[config.mk]
export PLATFORM = sky130hd
export DESIGN_NAME = rc4_encrypt_core_flat
export DESIGN_NICKNAME = d
export VERILOG_FILES = /design/src/rtl/rc4_encrypt_core_if.sv /design/src/rtl/rc4_encrypt_core.sv /design/src/flat_wrapper.sv
export SDC_FILE = /design/constraint.sdc
export NUM_CORES = 1
export LEC_CHECK = 0
export BUFFER_PORTS_ARGS = -buffer_cell sky130_fd_sc_hd__buf_2
export CORE_MARGIN = 1
export CORE_UTILIZATION = 64
export CTS_BUF_LIST = sky130_fd_sc_hd__clkbuf_4
export CTS_CLUSTER_SIZE = 24
export DETAILED_ROUTE_END_ITERATION = 7
export PLACE_DENSITY_LB_ADDON = 0.15
export REMOVE_ABC_BUFFERS = 1
export SLEW_MARGIN = 0
export SYNTH_ARGS = -nofsm -noshare
export SYNTH_HDL_FRONTEND = slang
export SYNTH_SLANG_ARGS = --single-unit
[constraint.sdc]
create_clock -name clock -period 6.1 [get_ports clock]
set_input_delay 0.61 -clock clock [delete_from_list [all_inputs] [get_ports clock]]
set_output_delay 0.61 -clock clock [all_outputs]
set_load 0.02 [all_outputs]
[src/rtl/rc4_encrypt_core_if.sv]
// rc4_encrypt_core_if: start/key handshake plus the S, plaintext and ciphertext RAM ports of the RC4 encrypt core.
interface rc4_encrypt_core_if #(
    parameter int ADDR_W    = 5,
    parameter int KEY_BYTES = 3
);
    logic                   start;
    logic [8*KEY_BYTES-1:0] key;
    logic                   busy;
    logic                   done;
    logic [7:0]             s_address;
    logic [7:0]             s_data;
    logic                   s_wren;
    logic [7:0]             s_q;
    logic [ADDR_W-1:0]      pt_address;
    logic [7:0]             pt_q;
    logic [ADDR_W-1:0]      ct_address;
    logic [7:0]             ct_data;
    logic                   ct_wren;
    modport slave (
        input  start, key, s_q, pt_q,
        output busy, done, s_address, s_data, s_wren, pt_address, ct_address, ct_data, ct_wren
    );
    modport master (
        output start, key, s_q, pt_q,
        input  busy, done, s_address, s_data, s_wren, pt_address, ct_address, ct_data, ct_wren
    );
endinterface

[src/rtl/rc4_encrypt_core.sv]
// rc4_encrypt_core: RC4 KSA + PRGA over a single-port S RAM, XORing the keystream into a ciphertext RAM.
module rc4_encrypt_core #(
    parameter int MSG_LEN   = 32,
    parameter int ADDR_W    = 5,
    parameter int KEY_BYTES = 3
) (
    input  logic             clock,
    input  logic             reset_n,
    rc4_encrypt_core_if.slave bus
);
    typedef enum logic [4:0] {
        IDLE, INIT, KSA_RD_I, KSA_WT_I, KSA_J, KSA_RD_J, KSA_WT_J, KSA_WR_I, KSA_WR_J,
        PR_INC, PR_RD_I, PR_WT_I, PR_RD_J, PR_WT_J, PR_WR_I, PR_WR_J, PR_RD_F, PR_WT_F,
        WRITE_CT, DONE
    } state_t;
    localparam int KW = KEY_BYTES > 1 ? $clog2(KEY_BYTES) : 1;
    state_t                 state_q, state_d;
    logic [7:0]             i_q, i_d, j_q, j_d, si_q, si_d, sj_q, sj_d, x_q, x_d;
    logic [ADDR_W-1:0]      k_q, k_d;
    logic [KW-1:0]          km_q, km_d;
    logic [8*KEY_BYTES-1:0] key_q, key_d;
    logic [7:0]             key_byte;
    // km_q is the running i mod KEY_BYTES; byte 0 sits in the top byte of the key
    assign key_byte = 8'(key_q >> (8 * (KEY_BYTES - 1 - int'(km_q))));
    always_ff @(posedge clock or negedge reset_n) begin
        if (!reset_n) begin
            state_q <= IDLE;
            i_q     <= '0;
            j_q     <= '0;
            si_q    <= '0;
            sj_q    <= '0;
            x_q     <= '0;
            k_q     <= '0;
            km_q    <= '0;
            key_q   <= '0;
        end else begin
            state_q <= state_d;
            i_q     <= i_d;
            j_q     <= j_d;
            si_q    <= si_d;
            sj_q    <= sj_d;
            x_q     <= x_d;
            k_q     <= k_d;
            km_q    <= km_d;
            key_q   <= key_d;
        end
    end
    always_comb begin
        state_d        = state_q;
        i_d            = i_q;
        j_d            = j_q;
        si_d           = si_q;
        sj_d           = sj_q;
        x_d            = x_q;
        k_d            = k_q;
        km_d           = km_q;
        key_d          = key_q;
        bus.busy       = !(state_q inside {IDLE, DONE});
        bus.done       = 1'b0;
        bus.s_address  = '0;
        bus.s_data     = '0;
        bus.s_wren     = 1'b0;
        bus.pt_address = '0;
        bus.ct_address = '0;
        bus.ct_data    = '0;
        bus.ct_wren    = 1'b0;
        case (state_q)
            IDLE: if (bus.start) begin
                key_d   = bus.key;
                i_d     = '0;
                j_d     = '0;
                k_d     = '0;
                km_d    = '0;
                state_d = INIT;
            end
            INIT: begin
                bus.s_address = i_q;
                bus.s_data    = i_q;
                bus.s_wren    = 1'b1;
                i_d           = i_q + 8'd1;
                state_d       = i_q == 8'hFF ? KSA_RD_I : INIT;
            end
            KSA_RD_I: begin
                bus.s_address = i_q;
                state_d       = KSA_WT_I;
            end
            KSA_WT_I: begin
                bus.s_address = i_q;
                si_d          = bus.s_q;
                state_d       = KSA_J;
            end
            KSA_J: begin
                j_d     = j_q + si_q + key_byte;
                state_d = KSA_RD_J;
            end
            KSA_RD_J: begin
                bus.s_address = j_q;
                state_d       = KSA_WT_J;
            end
            KSA_WT_J: begin
                bus.s_address = j_q;
                sj_d          = bus.s_q;
                state_d       = KSA_WR_I;
            end
            KSA_WR_I: begin
                bus.s_address = i_q;
                bus.s_data    = sj_q;
                bus.s_wren    = 1'b1;
                state_d       = KSA_WR_J;
            end
            // writing the captured si keeps S intact when i == j
            KSA_WR_J: begin
                bus.s_address = j_q;
                bus.s_data    = si_q;
                bus.s_wren    = 1'b1;
                km_d          = km_q == KW'(KEY_BYTES - 1) ? '0 : km_q + 1'b1;
                i_d           = i_q + 8'd1;
                j_d           = i_q == 8'hFF ? 8'd0 : j_q;
                state_d       = i_q == 8'hFF ? PR_INC : KSA_RD_I;
            end
            PR_INC: begin
                i_d     = i_q + 8'd1;
                state_d = PR_RD_I;
            end
            PR_RD_I: begin
                bus.s_address = i_q;
                state_d       = PR_WT_I;
            end
            PR_WT_I: begin
                bus.s_address = i_q;
                si_d          = bus.s_q;
                j_d           = j_q + bus.s_q;
                state_d       = PR_RD_J;
            end
            PR_RD_J: begin
                bus.s_address = j_q;
                state_d       = PR_WT_J;
            end
            PR_WT_J: begin
                bus.s_address = j_q;
                sj_d          = bus.s_q;
                state_d       = PR_WR_I;
            end
            PR_WR_I: begin
                bus.s_address = i_q;
                bus.s_data    = sj_q;
                bus.s_wren    = 1'b1;
                state_d       = PR_WR_J;
            end
            PR_WR_J: begin
                bus.s_address = j_q;
                bus.s_data    = si_q;
                bus.s_wren    = 1'b1;
                state_d       = PR_RD_F;
            end
            PR_RD_F: begin
                bus.s_address  = si_q + sj_q;
                bus.pt_address = k_q;
                state_d        = PR_WT_F;
            end
            PR_WT_F: begin
                bus.s_address  = si_q + sj_q;
                bus.pt_address = k_q;
                x_d            = bus.s_q ^ bus.pt_q;
                state_d        = WRITE_CT;
            end
            WRITE_CT: begin
                bus.ct_address = k_q;
                bus.ct_data    = x_q;
                bus.ct_wren    = 1'b1;
                k_d            = k_q + 1'b1;
                state_d        = k_q == ADDR_W'(MSG_LEN - 1) ? DONE : PR_INC;
            end
            DONE: begin
                bus.done = 1'b1;
                state_d  = IDLE;
            end
            default: state_d = IDLE;
        endcase
    end
endmodule
[src/flat_wrapper.sv]
// flat-port wrapper written by rule: the top's interface ports become plain ports
module rc4_encrypt_core_flat 
#(
    parameter int MSG_LEN   = 32,
    parameter int ADDR_W    = 5,
    parameter int KEY_BYTES = 3
)
  (clock, reset_n, bus_start, bus_key, bus_s_q, bus_pt_q, bus_busy, bus_done, bus_s_address, bus_s_data, bus_s_wren, bus_pt_address, bus_ct_address, bus_ct_data, bus_ct_wren);
  rc4_encrypt_core_if #(.ADDR_W(ADDR_W), .KEY_BYTES(KEY_BYTES)) bus_i ();
  input  logic clock;
  input  logic reset_n;
  input wire logic [$bits(bus_i.start)-1:0] bus_start;
  input wire logic [$bits(bus_i.key)-1:0] bus_key;
  input wire logic [$bits(bus_i.s_q)-1:0] bus_s_q;
  input wire logic [$bits(bus_i.pt_q)-1:0] bus_pt_q;
  output wire logic [$bits(bus_i.busy)-1:0] bus_busy;
  output wire logic [$bits(bus_i.done)-1:0] bus_done;
  output wire logic [$bits(bus_i.s_address)-1:0] bus_s_address;
  output wire logic [$bits(bus_i.s_data)-1:0] bus_s_data;
  output wire logic [$bits(bus_i.s_wren)-1:0] bus_s_wren;
  output wire logic [$bits(bus_i.pt_address)-1:0] bus_pt_address;
  output wire logic [$bits(bus_i.ct_address)-1:0] bus_ct_address;
  output wire logic [$bits(bus_i.ct_data)-1:0] bus_ct_data;
  output wire logic [$bits(bus_i.ct_wren)-1:0] bus_ct_wren;
  assign bus_i.start = bus_start;
  assign bus_i.key = bus_key;
  assign bus_i.s_q = bus_s_q;
  assign bus_i.pt_q = bus_pt_q;
  assign bus_busy = bus_i.busy;
  assign bus_done = bus_i.done;
  assign bus_s_address = bus_i.s_address;
  assign bus_s_data = bus_i.s_data;
  assign bus_s_wren = bus_i.s_wren;
  assign bus_pt_address = bus_i.pt_address;
  assign bus_ct_address = bus_i.ct_address;
  assign bus_ct_data = bus_i.ct_data;
  assign bus_ct_wren = bus_i.ct_wren;
  rc4_encrypt_core #(.MSG_LEN(MSG_LEN), .ADDR_W(ADDR_W), .KEY_BYTES(KEY_BYTES)) u_core (.clock(clock), .reset_n(reset_n), .bus(bus_i));
endmodule
==> qor.csv <==
stage;metric;value;unit
worst_setup_path;Crit Path Category;register to register;
logic_synthesis;Synth Register Bits;76;
logic_synthesis;number of synthesized flops with an enable pin;0;
logic_synthesis;synth top area cells;dfrtp_1, mux2_2, ha_1;
timing;RSZ-0062 raised after global routing;false;
timing;Setup Skew;0.0176;ns
routing;Met3 Wirelength;739;um
timing;max frequency;0.226;GHz
logic_synthesis;Yosys cell types;56;
cells_and_area;ANT cells;0;
worst_setup_path;Reg2Reg Depth;16;
floorplan;Die ar.;8210;um2
routing;routed wire length;12500;um
pwr;Pleak;2.75;nW
routing;1st-iter DRT viols;342;
cts;Setup Buffers After CTS;0;
routing;highest routed metal layer;met4;
pwr;VDD IR max;0.000105;V
logic_synthesis;Yosys top cell by area;dfrtp_1;
placement;GPL Wtd Cong;0.900;
floorplan;initial core utilization;67.8;%
grt;vias in the first global route;4219;
cts;post-cts resize count;0;
routing;Avg Vias per Cell;6.16;
timing;Tcrit/Tclk final;72.7;%
timing;final hold violation count;0;
cts;total number of H-tree levels;3;
timing;normalized max-slew margin;35.1;%
run;Max-Cap Viols;0;
timing;final setup violation count;0;
logic_synthesis;syn_area_per_cell;9.89;um2
logic_synthesis;Most used DFF post-synth;dfrtp_1;
logic_synthesis;FFs w/ async S/R, synth;100;%
routing;drt first pass iters;5;
cts;CTS Buf Count;9;
worst_hold_path;Tightest Hold Check Type;input port to async pin;
cts;CTS Sinks;76;
cts;Longest Clk Path Bufs;2;
cells_and_area;Syn-to-layout area delta;10.9;%
worst_setup_path;Critical Path Source;u_core.km_q[0]$_DFFE_PN0P_;
placement;IO buf count;80;
logic_synthesis;yosys synthesis warning count;0;
cells_and_area;commonest non-fill, non-tap cell in the layout;buf_2;
worst_setup_path;CP arrival;4.75;ns
floorplan;total core area;7410;um2
routing;met2 wire length;6140;um
cells_and_area;share of post-route cells with drive strength above 1;27.3;%
grt;Tot GR Track Use;32.5;%
cts;Clk pin slew, worst setup/hold paths;0.13;ns
routing;M1 WL;5310;um
floorplan;die height;90.6;um
floorplan;I/O pin count;81;
cts;hold_buf cts;0;
logic_synthesis;Mapped Cells;508;
routing;vias post-DR;4217;
routing;routed len/inst;18.3;um
worst_setup_path;R2R Path Start;u_core.km_q[0]$_DFFE_PN0P_;
routing;antenna-violating nets left;0;
cts;clk_lat worst skew;0.44;ns
placement;HPWL after DPL;9320;um
outcome;run status;finished, final reports clean;
floorplan;die width;90.6;um
timing;setup TNS;0;ns
cts;CTS tree;yes;
grt;first-pass GRT wire length;20700;um
cells_and_area;final net count;660;
worst_setup_path;Setup crit end kind;register;
timing;Final min period;4.43;ns
cells_and_area;most frequent cells in the layout;buf_2, dfrtp_1, nor2_1, nand2_1, mux2_2;
floorplan;Rows;31;
logic_synthesis;Syn Std Cell Area;5020;um2
grt;largest net degree at the start of global routing;77;
grt;initial antenna violation count;0;
worst_setup_path;Startpoint Class;register;
pwr;PwrDens;156;nW/um2
timing;Max Slew Vio Count;0;
pwr;total power;0.870;mW
logic_synthesis;register area share after synthesis;37.9;%
worst_setup_path;CP max FO;13;
cts;root buffer cell;clkbuf_4;
timing;Worst-Margin Slew;0.974;ns
grt;grt total ovfl;0;
worst_setup_path;Critical Path RT;6.42;ns
logic_synthesis;Yosys top cell area share;37.9;%
routing;# DRC;0;
==> routing by layer <==
layer / GRT usage [%] / vias to the layer above
met3: 4.71 / 33
li1: - / 1945
met1: 43.0 / 2056
met4: 14.4 / 0
met5: 0 / -
met2: 53.2 / 183
==> stage by stage <==
stage	area, um2	hold slack [ns]	util (%)	cells	setup slack (ns)
after detailed placement	5450	0.500	73.5	669	1.81
after floorplan	4910	0.314	-	489	2.29
final	5570	0.290	75.2	685	1.67
after global placement	5450	0.495	73.5	669	2.07
after CTS	5570	0.360	75.2	685	1.71
after global routing	5570	0.389	75.2	685	1.36
==> layout make-up <==
type / count / area [um2]
multi-input cells: 391 / 2930
flip-flops and latches: 76 / 1900
fillers: 569 / 1840
repair buffers: 81 / 410
well taps: 99 / 124
clock buffers: 11 / 82.6
inverters: 22 / 82.6
clock inverters: 5 / 38.8
==> synthesized netlist by cell type, drive strengths merged, types with 8 or more instances <==
cell   count
dfrtp     76
xnor2     20
nand2     44
a21oi     34
nand3      8
nor2      52
ha        26
mux2      42
o21ai     28
xor2      12
and2      21
fa        10
inv       21
a22oi     12
nor3       9
a21o       8
buf       14
==> worst max-delay path, cell delays in order, from the launching register on <==
cell	delay, ns
dfrtp_1	0.60
inv_1	0.12
ha_1	0.62
and2_1	0.36
nand2_1	0.11
o21ai_0	0.11
nand2b_1	0.11
fa_1	0.49
inv_1	0.04
ha_1	0.21
fa_1	0.41
a21o_1	0.18
a21oi_1	0.25
o21bai_1	0.10
a21oi_1	0.19
xnor2_1	0.08
a221o_1	0.35
==> logic make-up (layout without fill, tap and decap cells) <==
logic type	after synthesis	count (layout)	share of synthesized area [%]
AOI/OAI and AO/OA	119	119	15.8
and+or+nand+nor	155	155	15.6
DFF	76	76	37.9
xor gates and xnor gates	32	32	5.58
muxes	49	49	10.9
adders and majority gates	36	36	10.5
buffers and inverters	41	119	3.81
==> state kept, by name (all words and copies together), names as in the netlist <==
register,count
u_core.si_q,8
u_core.j_q,8
u_core.km_q,2
u_core.state_q,5
u_core.sj_q,8
u_core.i_q,8
u_core.key_q,24
u_core.x_q,8
u_core.k_q,5
==> worst paths after layout <==
path / to / slack [ns]
max: u_core.j_q[7]$_DFFE_PN0P_ / 1.67
min: u_core.x_q[7]$_DFFE_PN0P_ / 0.29
max reg2reg: u_core.j_q[7]$_DFFE_PN0P_ / 1.67
min reg2reg: u_core.key_q[20]$_DFFE_PN0P_ / 0.53
max in group asynchronous: u_core.j_q[6]$_DFFE_PN0P_ / 5.14
min in group clock: u_core.key_q[22]$_DFFE_PN0P_ / 0.40
==> report_power, final <==
part           internal, mW  switching (mW)  total [mW]  leakage (nW)
combinational        0.0341          0.0439      0.0780          1.72
sequential            0.506         0.00550       0.512         0.963
clock                0.0944           0.186       0.281        0.0670
total                 0.635           0.236       0.870          2.75
Power figures use the tool's default switching activity.
